$ cat config.mk
export PLATFORM = sky130hd
export DESIGN_NAME = ecc_result_streamer
export DESIGN_NICKNAME = d
export VERILOG_FILES = /design/src/rtl/ecc_pkg.sv /design/src/rtl/ecc_word_mux.sv /design/src/rtl/ecc_result_streamer.sv
export SDC_FILE = /design/constraint.sdc
export NUM_CORES = 1
export LEC_CHECK = 0
export ABC_AREA = 1
export CORE_ASPECT_RATIO = 0.75
export CORE_UTILIZATION = 30
export DETAILED_ROUTE_END_ITERATION = 8
export SKIP_LAST_GASP = 1
export SLEW_MARGIN = 30
export SYNTH_ARGS = -nofsm -noshare
export SYNTH_HDL_FRONTEND = slang
export SYNTH_HIERARCHICAL = 1
export SYNTH_SLANG_ARGS = --single-unit
$ cat constraint.sdc
create_clock -name clk -period 4.9 [get_ports clk]
set_clock_uncertainty 0.1 [all_clocks]
set_input_delay 0.98 -clock clk [delete_from_list [all_inputs] [get_ports clk]]
set_output_delay 0.98 -clock clk [all_outputs]
set_load 0.02 [all_outputs]
$ cat src/rtl/ecc_pkg.sv
// ecc_pkg -- shared GF(2^233) widths, curve constants and streamer state encoding.
// Rev 1.0
`default_nettype none
package ecc_pkg;
   localparam int FIELD_W = 233;
   localparam int WORD_W  = 32;
   localparam int NWORDS  = 8;

   // Written 256 bits wide so the hex reads word-aligned; trimmed to the field width below.
   localparam logic [255:0] PX_EXT = 256'h000000FA_C9DFCBAC_8313BB21_39F1BB75_5FEF65BC_391F8B36_F8F8EB73_71FD558B;
   localparam logic [255:0] PY_EXT = 256'h00000100_6A08A419_03350678_E58528BE_BF8A0BEF_F867A7CA_36716F7E_01F81052;
   localparam logic [255:0] B_EXT  = 256'h00000066_647EDE6C_332C7F8C_0923BB58_213B333B_20E9CE42_81FE115F_7D8F90AD;

   localparam logic [FIELD_W-1:0] PX = PX_EXT[FIELD_W-1:0];
   localparam logic [FIELD_W-1:0] PY = PY_EXT[FIELD_W-1:0];
   localparam logic [FIELD_W-1:0] B  = B_EXT[FIELD_W-1:0];

   localparam logic [0:0] ST_IDLE = 1'b0;
   localparam logic [0:0] ST_SEND = 1'b1;
endpackage
`default_nettype wire

$ cat src/rtl/ecc_word_mux.sv
// ecc_word_mux -- picks one word of {x, y}; index 0 is the most significant x word.
// Rev 1.0
`default_nettype none
module ecc_word_mux #(
   parameter int WORD_W = 32,
   parameter int NWORDS = 8
) (
   input  logic [NWORDS*WORD_W-1:0]     i_x,
   input  logic [NWORDS*WORD_W-1:0]     i_y,
   input  logic [$clog2(2*NWORDS)-1:0]  i_idx,
   output logic [WORD_W-1:0]            o_word
);
   import ecc_pkg::*;

   localparam int SH_W  = NWORDS * WORD_W;
   localparam int IDX_W = $clog2(2 * NWORDS);

   logic [2*SH_W-1:0] w_cat;
   assign w_cat = {i_x, i_y};

   always_comb begin
      o_word = '0;
      for (int k = 0; k < 2 * NWORDS; k++) begin
         if (i_idx == IDX_W'(k)) begin
            o_word = w_cat[2*SH_W-1-k*WORD_W -: WORD_W];
         end
      end
   end
endmodule
`default_nettype wire

$ cat src/rtl/ecc_result_streamer.sv
// ecc_result_streamer -- captures (x_final, y_final) on mul_done rise and streams 16 words.
// Rev 1.0
`default_nettype none
module ecc_result_streamer #(
   parameter int FIELD_W = ecc_pkg::FIELD_W,
   parameter int WORD_W  = ecc_pkg::WORD_W,
   parameter int NWORDS  = ecc_pkg::NWORDS
) (
   input  logic                         clk,
   input  logic                         reset,
   input  logic [FIELD_W-1:0]           x_final,
   input  logic [FIELD_W-1:0]           y_final,
   input  logic                         mul_done,
   output logic [WORD_W-1:0]            out_data,
   output logic                         out_valid,
   input  logic                         out_ready,
   output logic                         out_last,
   output logic [$clog2(2*NWORDS)-1:0]  out_idx,
   output logic                         busy,
   output logic                         overrun
);
   import ecc_pkg::*;

   localparam int SH_W  = NWORDS * WORD_W;
   localparam int IDX_W = $clog2(2 * NWORDS);
   localparam logic [IDX_W-1:0] LAST_IDX = IDX_W'(2 * NWORDS - 1);

   generate
      if (NWORDS != (FIELD_W + WORD_W - 1) / WORD_W) begin : g_bad_nwords
         $error("NWORDS must equal ceil(FIELD_W/WORD_W)");
      end
   endgenerate

   logic [0:0]        r_state;
   logic              r_md_q;
   logic [SH_W-1:0]   r_x;
   logic [SH_W-1:0]   r_y;
   logic [IDX_W-1:0]  r_idx;
   logic [WORD_W-1:0] r_data;
   logic              r_ovr;

   logic              w_rise;
   logic              w_hs;
   logic              w_final;
   logic              w_cap;
   logic              w_ovr_set;
   logic [SH_W-1:0]   w_x_ext;
   logic [SH_W-1:0]   w_y_ext;
   logic [SH_W-1:0]   w_src_x;
   logic [SH_W-1:0]   w_src_y;
   logic [IDX_W-1:0]  w_mux_idx;
   logic [WORD_W-1:0] w_word;

   assign w_rise    = mul_done & ~r_md_q;
   assign w_hs      = (r_state == ST_SEND) & out_ready;
   assign w_final   = w_hs & (r_idx == LAST_IDX);
   // A rise on the closing handshake starts the next result with no idle gap.
   assign w_cap     = w_rise & ((r_state == ST_IDLE) | w_final);
   assign w_ovr_set = w_rise & (r_state == ST_SEND) & ~w_final;

   assign w_x_ext   = {{(SH_W-FIELD_W){1'b0}}, x_final};
   assign w_y_ext   = {{(SH_W-FIELD_W){1'b0}}, y_final};
   assign w_src_x   = w_cap ? w_x_ext : r_x;
   assign w_src_y   = w_cap ? w_y_ext : r_y;
   assign w_mux_idx = w_cap ? '0 : r_idx + 1'b1;

   ecc_word_mux #(
      .WORD_W (WORD_W),
      .NWORDS (NWORDS)
   ) u_word_mux (
      .i_x    (w_src_x),
      .i_y    (w_src_y),
      .i_idx  (w_mux_idx),
      .o_word (w_word)
   );

   always_ff @(posedge clk or negedge reset) begin
      if (!reset) begin
         r_state <= ST_IDLE;
         r_md_q  <= 1'b0;
         r_x     <= '0;
         r_y     <= '0;
         r_idx   <= '0;
         r_data  <= '0;
         r_ovr   <= 1'b0;
      end else begin
         r_md_q <= mul_done;
         if (w_ovr_set) begin
            r_ovr <= 1'b1;
         end
         if (w_cap) begin
            r_x     <= w_x_ext;
            r_y     <= w_y_ext;
            r_idx   <= '0;
            r_data  <= w_word;
            r_state <= ST_SEND;
         end else if (w_final) begin
            r_idx   <= '0;
            r_state <= ST_IDLE;
         end else if (w_hs) begin
            r_idx  <= w_mux_idx;
            r_data <= w_word;
         end
      end
   end

   assign out_data  = r_data;
   assign out_valid = (r_state == ST_SEND);
   assign busy      = (r_state == ST_SEND);
   assign out_last  = (r_state == ST_SEND) && (r_idx == LAST_IDX);
   assign out_idx   = r_idx;
   assign overrun   = r_ovr;
endmodule
`default_nettype wire

Word-level counts from Yosys, hierarchy flattened

Index checks and enable logic that the tools add are counted.
Widths: inputs -> output; s select.

Memories kept: 0
Logic and storage cells: 68
ROM bits: 0
Latch bits: 0
Bits in writable memories: 0
Output and inout port bits: 40
Input bits: 470
Flip-flop bits (word level): 551

Equality and inequality tests: 17
Multiply operators: 0
Reduce and logical (&&, ||, !) cells: 6
Bitwise logic cells: 10
Add/subtract/negate cells: 1
Div/mod/pow operators: 0
$lt $le $gt $ge: 0
Shift-type cells: 0
Muxes and demuxes: 27

Operator list:

| kind                | number |
|---|---|
| $mux 32             | 19 |
| $mux 256            | 2 |
| $eq 4x4->1 const B  | 9 |
| $eq 4x3->1 const B  | 4 |
| $mux 4              | 4 |
| $eq 4x2->1 const B  | 2 |
| $and 1x1->1         | 6 |
| $add 4x1->4 const B | 1 |
| $eq 4x1->1 const B  | 1 |
| $logic_not 4->1     | 1 |
| $reduce_bool 2->1   | 2 |
| $not 1->1           | 3 |
| $reduce_bool 3->1   | 1 |
| $mux 1              | 2 |
| $ne 2x1->1 const B  | 1 |
| $reduce_and 2->1    | 1 |
| $logic_and 1x1->1   | 1 |
| $or 1x1->1          | 1 |

Longest topological paths before layout

Gate-level depths: netlist of the first run.

Depth after elaboration: 25
Depth in mapped cells: 25
Mapped depth without buffers: 21

Cells and area by module

Netlist of the first run, hierarchy kept.

Modules (own cells, without submodules):

| module              | times used | area an instance (sq um) | cells each | sequential area each (sq um) |
|---|---|---|---|---|
| ecc_result_streamer | 1          | 20637.3                  | 2304       | 13788.2 |
| ecc_word_mux        | 1          | 4451.8                   | 1031       | 0.0 |

Worst setup path after synthesis of the first run

Ideal clock, no wire load.

Path kind: input port to flip-flop
Start: in out_ready
End: reg r_data[19], in the netlist out_data[19]
Setup time: 0.117 ns
Cell stages on the path: 22
Required time: 4.683 ns
Arrival time: 3.264 ns
Slack: 1.419 ns
Path buffers: 4
Cells stage by stage: nand4_1 > nand2_1 > nand2_1 > inv_2 > buf_4 > buf_4 > buf_2 > nor2_1 > inv_1 > nand2_1 > nor2_1 > buf_2 > a21oi_1 > nand3_1 > nand2_1 > nand3_1 > nor2_1 > nand4_1 > nor2_1 > nand4_1 > nand3_1 > nand2_1

Word-level cells in the longest chain between the ends: 25
Elaborated cells on any way between the ends: 45
Those cells by class: eq/ne (16); mux (22); bitwise (4); reduce/logical (3)

Ends and longest elaborated chain:

| item                  | line                       | RTL |
|---|---|---|
| start, declared       | ecc_result_streamer.sv:16  | `input logic out_ready,` |
| $and 1x1->1 (*)       | ecc_result_streamer.sv:55  | `assign w_hs = (r_state == ST_SEND) & out_ready;` |
| $and 1x1->1 (*)       | ecc_result_streamer.sv:56  | `assign w_final = w_hs & (r_idx == LAST_IDX);` |
| $or 1x1->1 (*)        | ecc_result_streamer.sv:58  | `assign w_cap = w_rise & ((r_state == ST_IDLE) \| w_final);` |
| $and 1x1->1 (*)       | ecc_result_streamer.sv:58  |  |
| $mux 4 (*)            | ecc_result_streamer.sv:65  | `assign w_mux_idx = w_cap ? '0 : r_idx + 1'b1;` |
| net w_mux_idx[0]      | ecc_result_streamer.sv:51  | `logic [IDX_W-1:0] w_mux_idx;` |
| $logic_not 4->1       | --                         |  |
| $mux 32               | --                         |  |
| $mux 32 (14 in a row) | ecc_word_mux.sv:24         | `if (i_idx == IDX_W'(k)) begin` |
| $mux 32 (*)           | ecc_word_mux.sv:24         |  |
| net w_word[19]        | ecc_result_streamer.sv:52  | `logic [WORD_W-1:0] w_word;` |
| $mux 32               | ecc_result_streamer.sv:100 | `end else if (w_hs) begin` |
| $mux 32               | ecc_result_streamer.sv:97  | `end else if (w_final) begin` |
| $mux 32 (*)           | ecc_result_streamer.sv:91  | `if (w_cap) begin` |
| end signal, assigned  | ecc_result_streamer.sv:95  | `r_data <= w_word;` |
| end signal, assigned  | ecc_result_streamer.sv:102 | `r_data <= w_word;` |
| end, declared         | ecc_result_streamer.sv:39  | `logic [WORD_W-1:0] r_data;` |

Mark *: on every way through the listed nets, which the timed path passes. The rest lies on a longest branch. The select of a mux whose other input is x is not followed.
A chain may end at the register's enable or synchronous reset.

Final worst setup path of the first run

Start: in mul_done
End: reg r_data[22], in the netlist out_data[22]

Word-level cells in the longest chain between the ends: 23
Elaborated cells on any way between the ends: 43
Those cells by class: eq/ne (16); mux (22); bitwise (2); reduce/logical (3)

Ends and longest elaborated chain:

| item                  | line                       | RTL |
|---|---|---|
| start, declared       | ecc_result_streamer.sv:13  | `input logic mul_done,` |
| $and 1x1->1 (*)       | ecc_result_streamer.sv:54  | `assign w_rise = mul_done & ~r_md_q;` |
| $and 1x1->1 (*)       | ecc_result_streamer.sv:58  |  |
| $mux 4                | ecc_result_streamer.sv:65  |  |
| $logic_not 4->1       | --                         |  |
| $mux 32               | --                         |  |
| $mux 32 (14 in a row) | ecc_word_mux.sv:24         |  |
| $mux 32 (*)           | ecc_word_mux.sv:24         |  |
| net w_word[22]        | ecc_result_streamer.sv:52  |  |
| $mux 32               | ecc_result_streamer.sv:100 |  |
| $mux 32               | ecc_result_streamer.sv:97  |  |
| $mux 32 (*)           | ecc_result_streamer.sv:91  |  |

Marked as above.

==> flow_summary.toml, run 1 <==
[placement]
pre_cts_slack_ns = 0.245
gp_congestion = 0.884
dp_hpwl_mm = 70.3
portBuffers = 509

[global_routing]
grtUsageTotal_pct = 22.6
overflow = 0
grt_pass1_wl_mm = 144
use_met2_pct = 35.2
grtUsageMet3_pct = 3.15
grt_start_max_net_pins = 172
top_usage_layer = "met2"
grtUsageMet1_pct = 32.5
grt_pass1_vias = 22500
grt_antenna_before_repair = 10

[power]
peakVddDrop_v = 0.000261
clock_power_share_pct = 22.5
power.internal_uw = 11700
netSwitchingPower_uw = 7740
p_leak_uw = 0.0168
switching_share_pct = 39.8
p_seq_share_pct = 37.0
power.density_mw_per_mm2 = 584
combinationalPowerShare_pct = 40.5

[clock_network]
clk_latency_ns = 0.65
clockRootBuffer = "clkbuf_16"
cts_buffers = 58
cts-hold-fix-buffers = 0
cts_buffer_depth = 3
cts_setup_buffers = 0
cts_tree = "yes"
clkTransAtPathRegs_ns = 0.06
cts_resized = 0
htree_levels = 2
clock_sinks = 551

[flow_run]
cap_violations = 0

[floorplanning]
die_w_um = 336
die_area_mm2 = 0.0848
die_h_um = 252
initial_core_util_pct = 30.4
io_pins = 510
rows = 91
coreArea_mm2 = 0.0825

[synth]
synth_top_family_by_area = "simple AND/OR/NAND/NOR gates"
synthMuxAreaShare_pct = 0
synthXorXnorAreaFrac_pct = 0.0349
synth_adder_area_share_pct = 0.0499
synth_compound_area_share_pct = 0.569
avgSynthCellArea_um2 = 7.52
synth_cell_type_count = 24
synth_cells = 3335
synth.cell_area_mm2 = 0.0251
synthSimpleGateAreaFrac_pct = 38.0
synth_nets = 3806
ys_warn_count = 6
synth.ff_latch_count = 551
yosysSeqAreaShare_pct = 55.0

[critical_path]
worst_ep_arrival_time_ns = 4.50
cp_num_buf_inv = 5
cp-start-kind = "primary input"
path_depth = 20
required_ns = 5.33
reg2regPathDepth = 20
cpLargestDelayFamily = "simple AND/OR/NAND/NOR gates"
end_kind = "flip-flop"
critPathMostFrequentCell = "nand2_1"
cpPeakStageDelay_ns = 0.51
regToRegSetupSlack_ns = 0.94
cp_max_fo = 54
cpMaxStageDelayCell = "clkdlybuf4s50_1"
crit_chain = "clkdlybuf4s50_1 > inv_1 > nor2_1 > nand2_4 > inv_8 > buf_12 > buf_4 > nor2_1 > nand3_1 > nand2_1 > nor2_1 > nand4_1 > nand2_1 > nand3_1 > nand2_1 > nand3_1 > nand2_1 > nand4_1 > nand3_1 > nand2_1"
critical_path_class = "in -> reg"

[timing]
fin_hold_ws_ns = 0.341
drv_slew = 0
finalCritPeriodShare_pct = 83.1
rsz0062_at_grt = "false"
setup_ws_ns = 0.828
timing.fmax_ghz = 0.246
relSlewSlack_pct = 38.3
layout_min_cycle_time_ns = 4.07
worst_pin_slew_ns = 0.924
hold_violations = 0
tns_ns = 0
setup_violations = 0

[drt]
drt-wirelength-per-cell_um = 19.6
routed_via_density = 4.60
initialDrtViolationCount = 1989
post-route-drc-count = 0
detail-route-antenna-nets = 0
firstDrtPassIters = 5
vias = 22800
drt-total-wl_mm = 97.0

[layout]
fill_cells = 8527
drive_above_1_share_pct = 5.01
nets = 4262
syn2layout_area_growth_pct = 32.8

[run_status]
status = "complete, no violations"

[min_path]
holdCritPathClass = "in -> async"
## logic make-up (layout without fill, tap and decap cells)
family | count (synthesis) | count (layout)
AO/OA/AOI/OAI | 28 | 28
other | 0 | 8
adder cells (fa/ha/maj) | 1 | 1
AND/OR/NAND/NOR | 2390 | 2390
buffers and inverters | 364 | 864
flip-flops | 551 | 551
XOR/XNOR | 1 | 1
## power by group through the flow
stage | Clock, uW | Combinational, uW | Sequential [uW]
after CTS | 4490 | 7940 | 7190
final | 4380 | 7890 | 7190
after floorplan | 0 | 4520 | 7260
after global placement | 0 | 7790 | 7210
after global routing | 4640 | 8810 | 7400
after detailed placement | 0 | 7890 | 7260
## through the flow
step	utilization, %	instances	area (um2)	total power (uW)
global placement	38.1	4847	31400	15000
global route	40.4	4959	33300	20900
floorplan	-	3335	25100	11800
detailed placement	38.1	4847	31400	15200
CTS	40.3	4951	33300	19600
finish	40.4	4959	33300	19500
## layer usage
metal | vias up | wire length, um
met1 | 11000 | 44700
met3 | 114 | 5590
li1 | 11000 | -
met4 | 4 | 2350
met2 | 676 | 44300
met5 | - | 23
## cells in the mapped netlist
cell type | n | area (um2)
a21oi_1 | 27 | 135
buf_1 | 1 | 3.75
buf_2 | 103 | 515
buf_4 | 25 | 188
buf_6 | 3 | 33.8
clkbuf_1 | 42 | 158
dfrtp_1 | 551 | 13800
ha_1 | 1 | 12.5
inv_1 | 184 | 691
inv_2 | 6 | 22.5
nand2_1 | 1919 | 7200
nand2_2 | 4 | 25.0
nand2_4 | 1 | 11.3
nand3_1 | 153 | 766
nand4_1 | 78 | 488
nor2_1 | 177 | 664
nor2_2 | 3 | 18.8
nor2_4 | 3 | 33.8
nor3_1 | 8 | 40.0
o21bai_1 | 1 | 7.51
or2_0 | 20 | 125
or2_1 | 11 | 68.8
or2_2 | 13 | 81.3
xor2_1 | 1 | 8.76
## cell type report
type                            count  area, um2  share of cell area [%]
Sequential cell                   551      13800                    41.4
Tap cell                         1116       1400                    4.19
Timing Repair Buffer              570       5790                    17.4
Antenna cell                        8       20.0                  0.0601
Multi-Input combinational cell   2420       9740                    29.2
Inverter                          190        721                    2.16
Clock inverter                     16        116                   0.349
Clock buffer                       88       1750                    5.24
## layout by cell type (no fill, tap or decap)
master           count
inv_6                1
nor2_1             169
nand2_1           1918
nand2_4              2
buf_4               42
nand2_2              4
ha_1                 1
nand3_1            153
clkbuf_1            13
clkdlybuf4s50_1    508
clkinvlp_4           1
buf_8                1
clkinv_4             2
or2_1               11
nor2_4               8
diode_2              8
xor2_1               1
clkinv_8             2
buf_12              18
o21bai_1             1
inv_1              184
clkinv_2            10
or2_2               13
dfrtp_1            551
or2_0               20
buf_6                1
clkbuf_16           59
nor2_2               6
clkbuf_8            16
nand4_1             78
nor3_1               8
inv_2                5
a21oi_1             27
inv_8                1
## final timing paths
kind / from / to
setup / recovery: mul_done / out_data[22]
hold / removal: reset / r_x[90]
setup reg to reg: out_idx[0] / out_data[22]
hold reg to reg: r_y[101] / r_y[101]
max in group asynchronous: reset / out_data[4]
min in group clk: r_y[101] / r_y[101]
## flip-flops by register name, indices dropped and copies added, names as in the netlist
signal and cells:
busy 1, out_data 32, out_idx 4, overrun 1, r_md_q 1, r_x 256, r_y 256
(Power assumes the default switching activity.)
==> inputs of run 2 (changes only) <==
==> constraint.sdc (replaced) <==
create_clock -name clk -period 3.6 [get_ports clk]
set_clock_uncertainty 0.1 [all_clocks]
set_input_delay 0.72 -clock clk [delete_from_list [all_inputs] [get_ports clk]]
set_output_delay 0.72 -clock clk [all_outputs]
set_load 0.02 [all_outputs]
==> flow_summary.toml, run 2 (synthesis gave the netlist of run 1 again) <==
[run_status]
status = "complete, no violations"

[global_routing]
grt_pass1_vias = 22800
grt_pass1_wl_mm = 142
grt_start_max_net_pins = 175
grt_antenna_before_repair = 20
grtUsageTotal_pct = 22.4
overflow = 0

[clock_network]
cts_buffer_depth = 3
clk_latency_ns = 0.64
clkTransAtPathRegs_ns = 0.06
clock_sinks = 551
htree_levels = 2
clockRootBuffer = "clkbuf_16"
cts_tree = "yes"
cts_buffers = 58

[floorplanning]
coreArea_mm2 = 0.0825
io_pins = 510
die_w_um = 336
die_area_mm2 = 0.0848
die_h_um = 252
rows = 91
initial_core_util_pct = 30.4

[timing]
timing.fmax_ghz = 0.290
hold_violations = 0
fin_hold_ws_ns = 0.369
layout_min_cycle_time_ns = 3.45
setup_ws_ns = 0.151
finalCritPeriodShare_pct = 95.8
setup_violations = 0
drv_slew = 0
relSlewSlack_pct = 36.1
worst_pin_slew_ns = 0.959
rsz0062_at_grt = "true"

[power]
total_power_uw = 27800
p_leak_uw = 0.0176
power.density_mw_per_mm2 = 800
peakVddDrop_v = 0.000384

[critical_path]
crit-reg2reg-launch = "out_idx[0]"
required_ns = 4.03
cp-start-kind = "primary input"
cp_max_fo = 37
end_kind = "flip-flop"
rr_endpoint = "out_data[19]"
worst_ep_arrival_time_ns = 3.88
reg2regPathDepth = 21
regToRegSetupSlack_ns = 0.19
critical_path_class = "in -> reg"

[layout]
nets = 4419
syn2layout_area_growth_pct = 38.5
drive_above_1_share_pct = 8.87
fill_cells = 8322
layout_commonest_cell = "nand2_1"
layout_common_cells = "nand2_1 (1,915), dfrtp_1 (551), clkdlybuf4s50_1 (508)"

[drt]
post-route-drc-count = 0
initialDrtViolationCount = 1855
routed_via_density = 4.56
firstDrtPassIters = 5
detail-route-antenna-nets = 0
vias = 23300
drt-total-wl_mm = 96.4
drt-wirelength-per-cell_um = 18.8

[placement]
portBuffers = 509
gp_congestion = 0.907
dp_hpwl_mm = 70.6
pre_cts_slack_ns = -0.632

[min_path]
min_to = "r_x[27]"
hold_depth = 2
holdCritPathClass = "reg -> reg"
hp-start = "r_x[27]"

[flow_run]
cap_violations = 0
run 2: stage by stage:
stage / area [um2] / utilization, % / setup TNS [ns] / instances
CTS: 34600 / 41.9 / 0 / 5101
finish: 34800 / 42.1 / 0 / 5116
floorplan: 25100 / - / 0 / 3335
global route: 34800 / 42.1 / -0.0334 / 5116
detailed placement: 32700 / 39.6 / -16.47 / 4998
global placement: 32700 / 39.6 / -15.85 / 4997
run 2: what timing repair did:
action | in CTS | in global routing
hold buffers | 1 | 0
buffers inserted | 0 | 4
pin swaps | 0 | 4
gates resized for setup | 5 | 22
cloned | 0 | 2
hold endpoints to repair | 56 | 0
endpoints found under the setup margin | 9 | 30
run 2: power by group:
group	switching, uW	internal (uW)
clock network	2630	3360
logic	7410	4630
registers	782	8980
total	10800	17000
run 2: worst max-delay path, stage by stage:
cell and delay [ns]:
clkdlybuf4s50_1 0.48, inv_1 0.05, nor2_1 0.08, buf_4 0.14, nand2_4 0.08, inv_8 0.09
buf_4 0.29, buf_16 0.23, nor2_1 0.09, nand3_1 0.09, nand2_1 0.08, nor2_1 0.11
buf_4 0.14, nand3_1 0.09, nand2_1 0.17, nand3_1 0.09, nor2_1 0.19, nand4_1 0.23
nor2_1 0.15, nand4_1 0.09, nand3_1 0.09, nand2_1 0.06
run 2: layout make-up:
type | count | area [um2] | share of cell area (%)
Tap cell | 1116 | 1400 | 4.02
Multi-Input combinational cell | 2421 | 9840 | 28.3
Sequential cell | 551 | 13800 | 39.7
Antenna cell | 10 | 25.0 | 0.0720
Clock inverter | 16 | 195 | 0.562
Inverter | 190 | 721 | 2.07
Clock buffer | 86 | 1640 | 4.71
Timing Repair Buffer | 726 | 7150 | 20.6
run 2: worst max-delay path by stage:
stage,endpoint,from
5_1_grt,out_data[8],out_idx[0]
2_1_floorplan,out_data[19],out_idx[0]
3_5_place_dp,out_data[1],mul_done
3_3_place_gp,out_data[21],mul_done
4_1_cts,out_data[21],out_idx[0]
6_report,out_data[19],mul_done
run 2: per-layer routing:
| metal | up-vias | wire (um) | global-route usage [%] |
|---|---|---|---|
| met2 | 672 | 43900 | 34.5 |
| met1 | 11100 | 43200 | 31.3 |
| met4 | 20 | 2750 | 7.63 |
| li1 | 11400 | - | - |
| met5 | - | 114 | 0 |
| met3 | 138 | 6410 | 4.39 |
